$ cat config.mk
export PLATFORM = sky130hd
export DESIGN_NAME = rvfi_commit_serializer_flat
export DESIGN_NICKNAME = d
export VERILOG_FILES = /design/src/rtl/rvfi_commit_serializer_if.sv /design/src/rtl/rvfi_commit_serializer.sv /design/src/flat_wrapper.sv
export SDC_FILE = /design/constraint.sdc
export NUM_CORES = 2
export LEC_CHECK = 0
export ABC_CLOCK_PERIOD_IN_PS = 31400
export CAP_MARGIN = 25
export CORE_MARGIN = 4
export CORE_UTILIZATION = 57
export DETAILED_ROUTE_END_ITERATION = 12
export PLACE_DENSITY = 0.78
export RECOVER_POWER = 50
export SKIP_CTS_REPAIR_TIMING = 1
export SYNTH_ARGS = -nofsm -noshare
export SYNTH_HDL_FRONTEND = slang
export SYNTH_SLANG_ARGS = --single-unit
$ cat constraint.sdc
create_clock -name clk -period 31.4 [get_ports clk]
set_clock_uncertainty 0.1 [all_clocks]
set_input_delay 6.28 -clock clk [delete_from_list [all_inputs] [get_ports clk]]
set_output_delay 6.28 -clock clk [all_outputs]
set_load 0.02 [all_outputs]
$ cat src/rtl/rvfi_commit_serializer_if.sv
`default_nettype none
// ============================================================================
// rvfi_commit_serializer_if
//   Retire-side push bus and RVFI-side commit bus of the commit serializer.
//   Revision: 1.0
// ============================================================================
interface rvfi_commit_serializer_if #(
    parameter int PKT_W = 313
);
    logic [1:0]       in_valid;
    logic [PKT_W-1:0] in_pkt0;
    logic [PKT_W-1:0] in_pkt1;
    logic             in_ready;
    logic             rvfi_commit;
    logic [63:0]      rvfi_order;
    logic [PKT_W-1:0] out_pkt;
    logic             rvfi_halt;
    logic             pc_err;
    logic             lane_err;

    modport master (
        output in_valid, in_pkt0, in_pkt1,
        input  in_ready, rvfi_commit, rvfi_order, out_pkt, rvfi_halt, pc_err, lane_err
    );

    modport slave (
        input  in_valid, in_pkt0, in_pkt1,
        output in_ready, rvfi_commit, rvfi_order, out_pkt, rvfi_halt, pc_err, lane_err
    );
endinterface
`default_nettype wire

$ cat src/rtl/rvfi_commit_serializer.sv
`default_nettype none
// ============================================================================
// rvfi_commit_serializer
//   Buffers up to two retired instructions per cycle and replays them one per
//   cycle as ordered RVFI commits with halt and PC-continuity detection.
//   Revision: 1.0
// ============================================================================
module rvfi_commit_serializer #(
    parameter int DEPTH = 8,
    parameter int PKT_W = 313
) (
    input  logic                     clk,
    input  logic                     rst,
    rvfi_commit_serializer_if.slave  bus
);
    localparam int          AW          = $clog2(DEPTH);
    localparam int          PW          = AW + 1;
    localparam logic [31:0] C_HALT_JAL  = 32'h0000006f;
    localparam logic [31:0] C_HALT_BEQ  = 32'h00000063;

    logic [PKT_W-1:0] mem_q [DEPTH];
    logic [PW-1:0]    wr_q, wr_d, rd_q;
    logic [PW-1:0]    wr_nxt;
    logic [PW-1:0]    occ;
    logic             empty;
    logic             pop;
    logic             we0, we1;
    logic             lane_err_q, lane_err_d;

    logic             commit_q;
    logic [63:0]      order_q;
    logic [63:0]      cnt_q;
    logic [PKT_W-1:0] pkt_q;
    logic             halt_q;
    logic             pc_err_q;
    logic             prev_vld_q;
    logic [31:0]      prev_pc_q;

    logic [PKT_W-1:0] head;
    logic [31:0]      head_inst, head_pcr, head_pcw;

    assign wr_nxt = wr_q + PW'(1);
    assign occ    = wr_q - rd_q;
    // Extra pointer MSB distinguishes full from empty when the index bits match.
    assign empty  = (wr_q[AW] == rd_q[AW]) && (wr_q[AW-1:0] == rd_q[AW-1:0]);
    assign pop    = !empty && !halt_q;

    assign head      = mem_q[rd_q[AW-1:0]];
    assign head_inst = head[PKT_W-1  -: 32];
    assign head_pcr  = head[PKT_W-33 -: 32];
    assign head_pcw  = head[PKT_W-65 -: 32];

    assign bus.in_ready    = (occ <= PW'(DEPTH - 2));
    assign bus.rvfi_commit = commit_q;
    assign bus.rvfi_order  = order_q;
    assign bus.out_pkt     = pkt_q;
    assign bus.rvfi_halt   = halt_q;
    assign bus.pc_err      = pc_err_q;
    assign bus.lane_err    = lane_err_q;

    always_comb begin
        wr_d       = wr_q;
        lane_err_d = lane_err_q;
        we0        = 1'b0;
        we1        = 1'b0;
        if (bus.in_ready) begin
            case (bus.in_valid)
                2'b01: begin
                    we0  = 1'b1;
                    wr_d = wr_nxt;
                end
                2'b11: begin
                    we0  = 1'b1;
                    we1  = 1'b1;
                    wr_d = wr_q + PW'(2);
                end
                2'b10:   lane_err_d = 1'b1;
                default: ;
            endcase
        end
    end

    always_ff @(posedge clk) begin
        if (we0) mem_q[wr_q[AW-1:0]]   <= bus.in_pkt0;
        if (we1) mem_q[wr_nxt[AW-1:0]] <= bus.in_pkt1;
    end

    always_ff @(posedge clk) begin
        if (rst) begin
            wr_q       <= '0;
            rd_q       <= '0;
            lane_err_q <= 1'b0;
            commit_q   <= 1'b0;
            order_q    <= '0;
            cnt_q      <= '0;
            pkt_q      <= '0;
            halt_q     <= 1'b0;
            pc_err_q   <= 1'b0;
            prev_vld_q <= 1'b0;
            prev_pc_q  <= '0;
        end else begin
            wr_q       <= wr_d;
            lane_err_q <= lane_err_d;
            commit_q   <= pop;
            if (pop) begin
                rd_q       <= rd_q + PW'(1);
                pkt_q      <= head;
                order_q    <= cnt_q;
                cnt_q      <= cnt_q + 64'd1;
                prev_vld_q <= 1'b1;
                prev_pc_q  <= head_pcw;
                if (head_inst == C_HALT_JAL || head_inst == C_HALT_BEQ)
                    halt_q <= 1'b1;
                if (prev_vld_q && head_pcr != prev_pc_q)
                    pc_err_q <= 1'b1;
            end
        end
    end
endmodule
`default_nettype wire

$ cat src/flat_wrapper.sv
// flat-port wrapper written by rule: the top's interface ports become plain ports
module rvfi_commit_serializer_flat 
#(
    parameter int DEPTH = 8,
    parameter int PKT_W = 313
)
  (clk, rst, bus_in_valid, bus_in_pkt0, bus_in_pkt1, bus_in_ready, bus_rvfi_commit, bus_rvfi_order, bus_out_pkt, bus_rvfi_halt, bus_pc_err, bus_lane_err);
  rvfi_commit_serializer_if #(.PKT_W(PKT_W)) bus_i ();
  input  logic clk;
  input  logic rst;
  input wire logic [$bits(bus_i.in_valid)-1:0] bus_in_valid;
  input wire logic [$bits(bus_i.in_pkt0)-1:0] bus_in_pkt0;
  input wire logic [$bits(bus_i.in_pkt1)-1:0] bus_in_pkt1;
  output wire logic [$bits(bus_i.in_ready)-1:0] bus_in_ready;
  output wire logic [$bits(bus_i.rvfi_commit)-1:0] bus_rvfi_commit;
  output wire logic [$bits(bus_i.rvfi_order)-1:0] bus_rvfi_order;
  output wire logic [$bits(bus_i.out_pkt)-1:0] bus_out_pkt;
  output wire logic [$bits(bus_i.rvfi_halt)-1:0] bus_rvfi_halt;
  output wire logic [$bits(bus_i.pc_err)-1:0] bus_pc_err;
  output wire logic [$bits(bus_i.lane_err)-1:0] bus_lane_err;
  assign bus_i.in_valid = bus_in_valid;
  assign bus_i.in_pkt0 = bus_in_pkt0;
  assign bus_i.in_pkt1 = bus_in_pkt1;
  assign bus_in_ready = bus_i.in_ready;
  assign bus_rvfi_commit = bus_i.rvfi_commit;
  assign bus_rvfi_order = bus_i.rvfi_order;
  assign bus_out_pkt = bus_i.out_pkt;
  assign bus_rvfi_halt = bus_i.rvfi_halt;
  assign bus_pc_err = bus_i.pc_err;
  assign bus_lane_err = bus_i.lane_err;
  rvfi_commit_serializer #(.DEPTH(DEPTH), .PKT_W(PKT_W)) u_core (.clk(clk), .rst(rst), .bus(bus_i));
endmodule
==> results.json <==
{
  "setup_violations": 0,
  "gp_congestion": 0.838,
  "vias_per_cell": 6.52,
  "yosys.area_share.simple": 0.0318,
  "hold_viol": 0,
  "grt_pass1_vias": 85900,
  "initial_core_util": 0.573,
  "yosys.area.top_type_share": 0.539,
  "netlist-cell-type-count": 61,
  "fin_crit_ns": 18.82,
  "fin_crit_sh": 0.599,
  "grt_usage": 0.316,
  "h-tree-depth": 5,
  "nNetsFinal": 9981,
  "powerDensity_nw_per_um2": 83.1,
  "synth_mux_area_frac": 0.312,
  "drtPass1Iterations": 6,
  "rsz0062_at_grt": "false",
  "yosys-top-cells-area": "edfxtp_1 (54%), mux2_2 (20%), mux4_2 (9.9%), dfxtp_1 (6.6%), nand2_1 (1.4%)",
  "wl_per_cell_um": 31.4,
  "synthAdderAreaFrac": 0.00104,
  "fmax_ghz": 0.0531,
  "r2r-end": "u_core.mem_q[7][235]",
  "dieArea_um2": 253000,
  "synth-xor-area-share": 0.00646,
  "synthCells": 8470,
  "seq_area_frac_synth": 0.605,
  "total_power_uw": 13500,
  "rows": 181,
  "path_clk_slew_ns": 0.06,
  "min_from": "u_core.bus.rvfi_order[63]",
  "hpwl_um": 238000,
  "final_cell_mix": "mux2_2 (2505), edfxtp_1 (2504), clkdlybuf4s50_1 (627)",
  "drive_above_1_share": 0.384,
  "whs_ns": 0.351,
  "fillers": 16600,
  "r2r_cells": 12,
  "async_reset_ff_frac": 0,
  "core_region_area_um2": 243000,
  "avgSynthCellArea_um2": 16.5,
  "ir_drop_mv": 0.0845,
  "reg2reg_slack_ns": 16.72,
  "clock_latency_ns": 0.97,
  "port_buffers": 1011,
  "power_leakage_uw": 0.0536,
  "cts_tree": "built",
  "synth_fp_nets": 9111,
  "dominantRegCellSynth": "edfxtp_1",
  "gr-total-overflow": 0,
  "grt_max_degree": 197,
  "cts.sinks": 2961,
  "max_cap_viol_count": 50,
  "hold_depth": 2,
  "drtIter0Drc": 9247,
  "ant_nets": 0,
  "final_common_cell": "mux2_2",
  "crit_arrival_ns": 19.38,
  "min_to": "u_core.bus.rvfi_order[63]",
  "timing.rr.start": "u_core.wr_q[0]",
  "tns_ns": 0,
  "crit_path_start_kind": "primary input",
  "max-clock-path-buffers": 4,
  "cp_data_required_time_ns": 31.96,
  "syn-cell-area_um2": 139000,
  "yosys_warnings": 0,
  "syn_to_final_growth_pct": 16.4,
  "cts_root_buf": "clkbuf_16",
  "criticalPathCategory": "primary input to flip-flop",
  "slew_violations": 2709,
  "hold_class": "flip-flop to flip-flop",
  "crit_path_end_kind": "flip-flop",
  "cp_max_fo": 127,
  "drc": 0,
  "cts_buffers": 324,
  "routed_wl_um": 406000,
  "antenna_found_initial": 197,
  "die_w_um": 503,
  "grt_pass1_wl_um": 587000,
  "chipHeight_um": 503,
  "synth-seq-cells": 2961,
  "violations": "max-capacitance violations, max-slew violations",
  "synth_top_area_cell": "edfxtp_1",
  "synth_top_family_by_area": "multiplexers",
  "synth_edf_count": 2504,
  "vias": 84300,
  "relSlewSlack": -6.47,
  "tightestPinTransition_ns": 11.20,
  "synth_compound_area_frac": 0.0228,
  "status": "finished with violations",
  "ios": 1012
}
==> logic make-up after synthesis <==
kind of cell    Yosys count
xor+xnor                102
mux                    3268
compound gates          417
simple gates           1082
flops                  2961
fa+ha+maj                11
buf+inv                 629
==> registers in the layout, summed over array words and instances (netlist names), 4 cells and up, named ones only <==
name	cells
u_core.bus.rvfi_order	64
u_core.mem_q	2504
u_core.wr_q	4
u_core.rd_q	4
u_core.prev_pc_q	31
u_core.cnt_q	64
u_core.bus.out_pkt	282
==> worst max path at each step <==
stage / start / to / cells after the start
floorplan: bus_in_valid[0] / u_core.mem_q[0][0] / 8
global placement: bus_in_valid[0] / u_core.mem_q[2][54] / 8
detailed placement: bus_in_valid[1] / u_core.mem_q[2][45] / 8
CTS: bus_in_valid[1] / u_core.mem_q[2][50] / 8
global route: bus_in_valid[1] / u_core.mem_q[7][230] / 7
finish: bus_in_valid[1] / u_core.mem_q[7][235] / 7
==> Yosys cell counts (all sizes together) (2+ instances only) <==
master	n
mux2	2508
edfxtp	2504
mux4	611
nand2	533
dfxtp	457
nor2	406
buf	382
clkbuf	232
a311oi	173
mux2i	149
a211oi	131
a21oi	80
xor2	52
xnor2	50
nand3	48
nand4	22
nor3	19
and3	18
inv	14
nor4	12
ha	10
o21ai	7
or3	7
a221oi	6
and4	5
nor2b	5
a31o	4
a2111oi	2
a22o	2
and2	2
nand2b	2
o2111ai	2
o311ai	2
o41a	2
==> worst max-delay path, stage by stage <==
cell,delay (ns)
dlygate4sd3_1,0.73
nand3_1,0.20
nor2_1,0.21
and3_1,1.68
clkbuf_1,7.85
buf_4,1.60
mux2_2,0.42
==> per-layer routing <==
metal / GRT usage / share of wire
met3: 0.0755 / 0.093
met5: 0 / 0.0017
met2: 0.497 / 0.48
met4: 0.156 / 0.049
met1: 0.414 / 0.38
==> report_power, final <==
| group | switching (µW) | internal [µW] |
|---|---|---|
| Combinational | 2480 | 1730 |
| Sequential | 329 | 5250 |
| Clock | 1550 | 2150 |
| Total | 4360 | 9130 |
==> final cells by class <==
cell class / count / area, µm² / area share
Multi-Input combinational cell: 4880 / 52200 / 0.321
Clock buffer: 457 / 9060 / 0.0558
Timing Repair Buffer: 1158 / 11300 / 0.0694
Sequential cell: 2961 / 84400 / 0.519
Antenna cell: 140 / 350 / 0.00216
Tap cell: 3202 / 4010 / 0.0247
Inverter: 15 / 63.8 / 0.000393
Clock inverter: 119 / 1080 / 0.00668
==> stage by stage <==
stage | instances | area [µm²] | util | setup slack [ns]
after floorplan | 8470 | 139000 | - | 16.54
after global placement | 12200 | 152000 | 0.625 | 18.89
after detailed placement | 12200 | 152000 | 0.626 | 19.01
after CTS | 12800 | 162000 | 0.667 | 20.03
after global routing | 12900 | 162000 | 0.667 | 12.81
final | 12900 | 162000 | 0.668 | 12.58
Power figures use the tool's default switching activity.
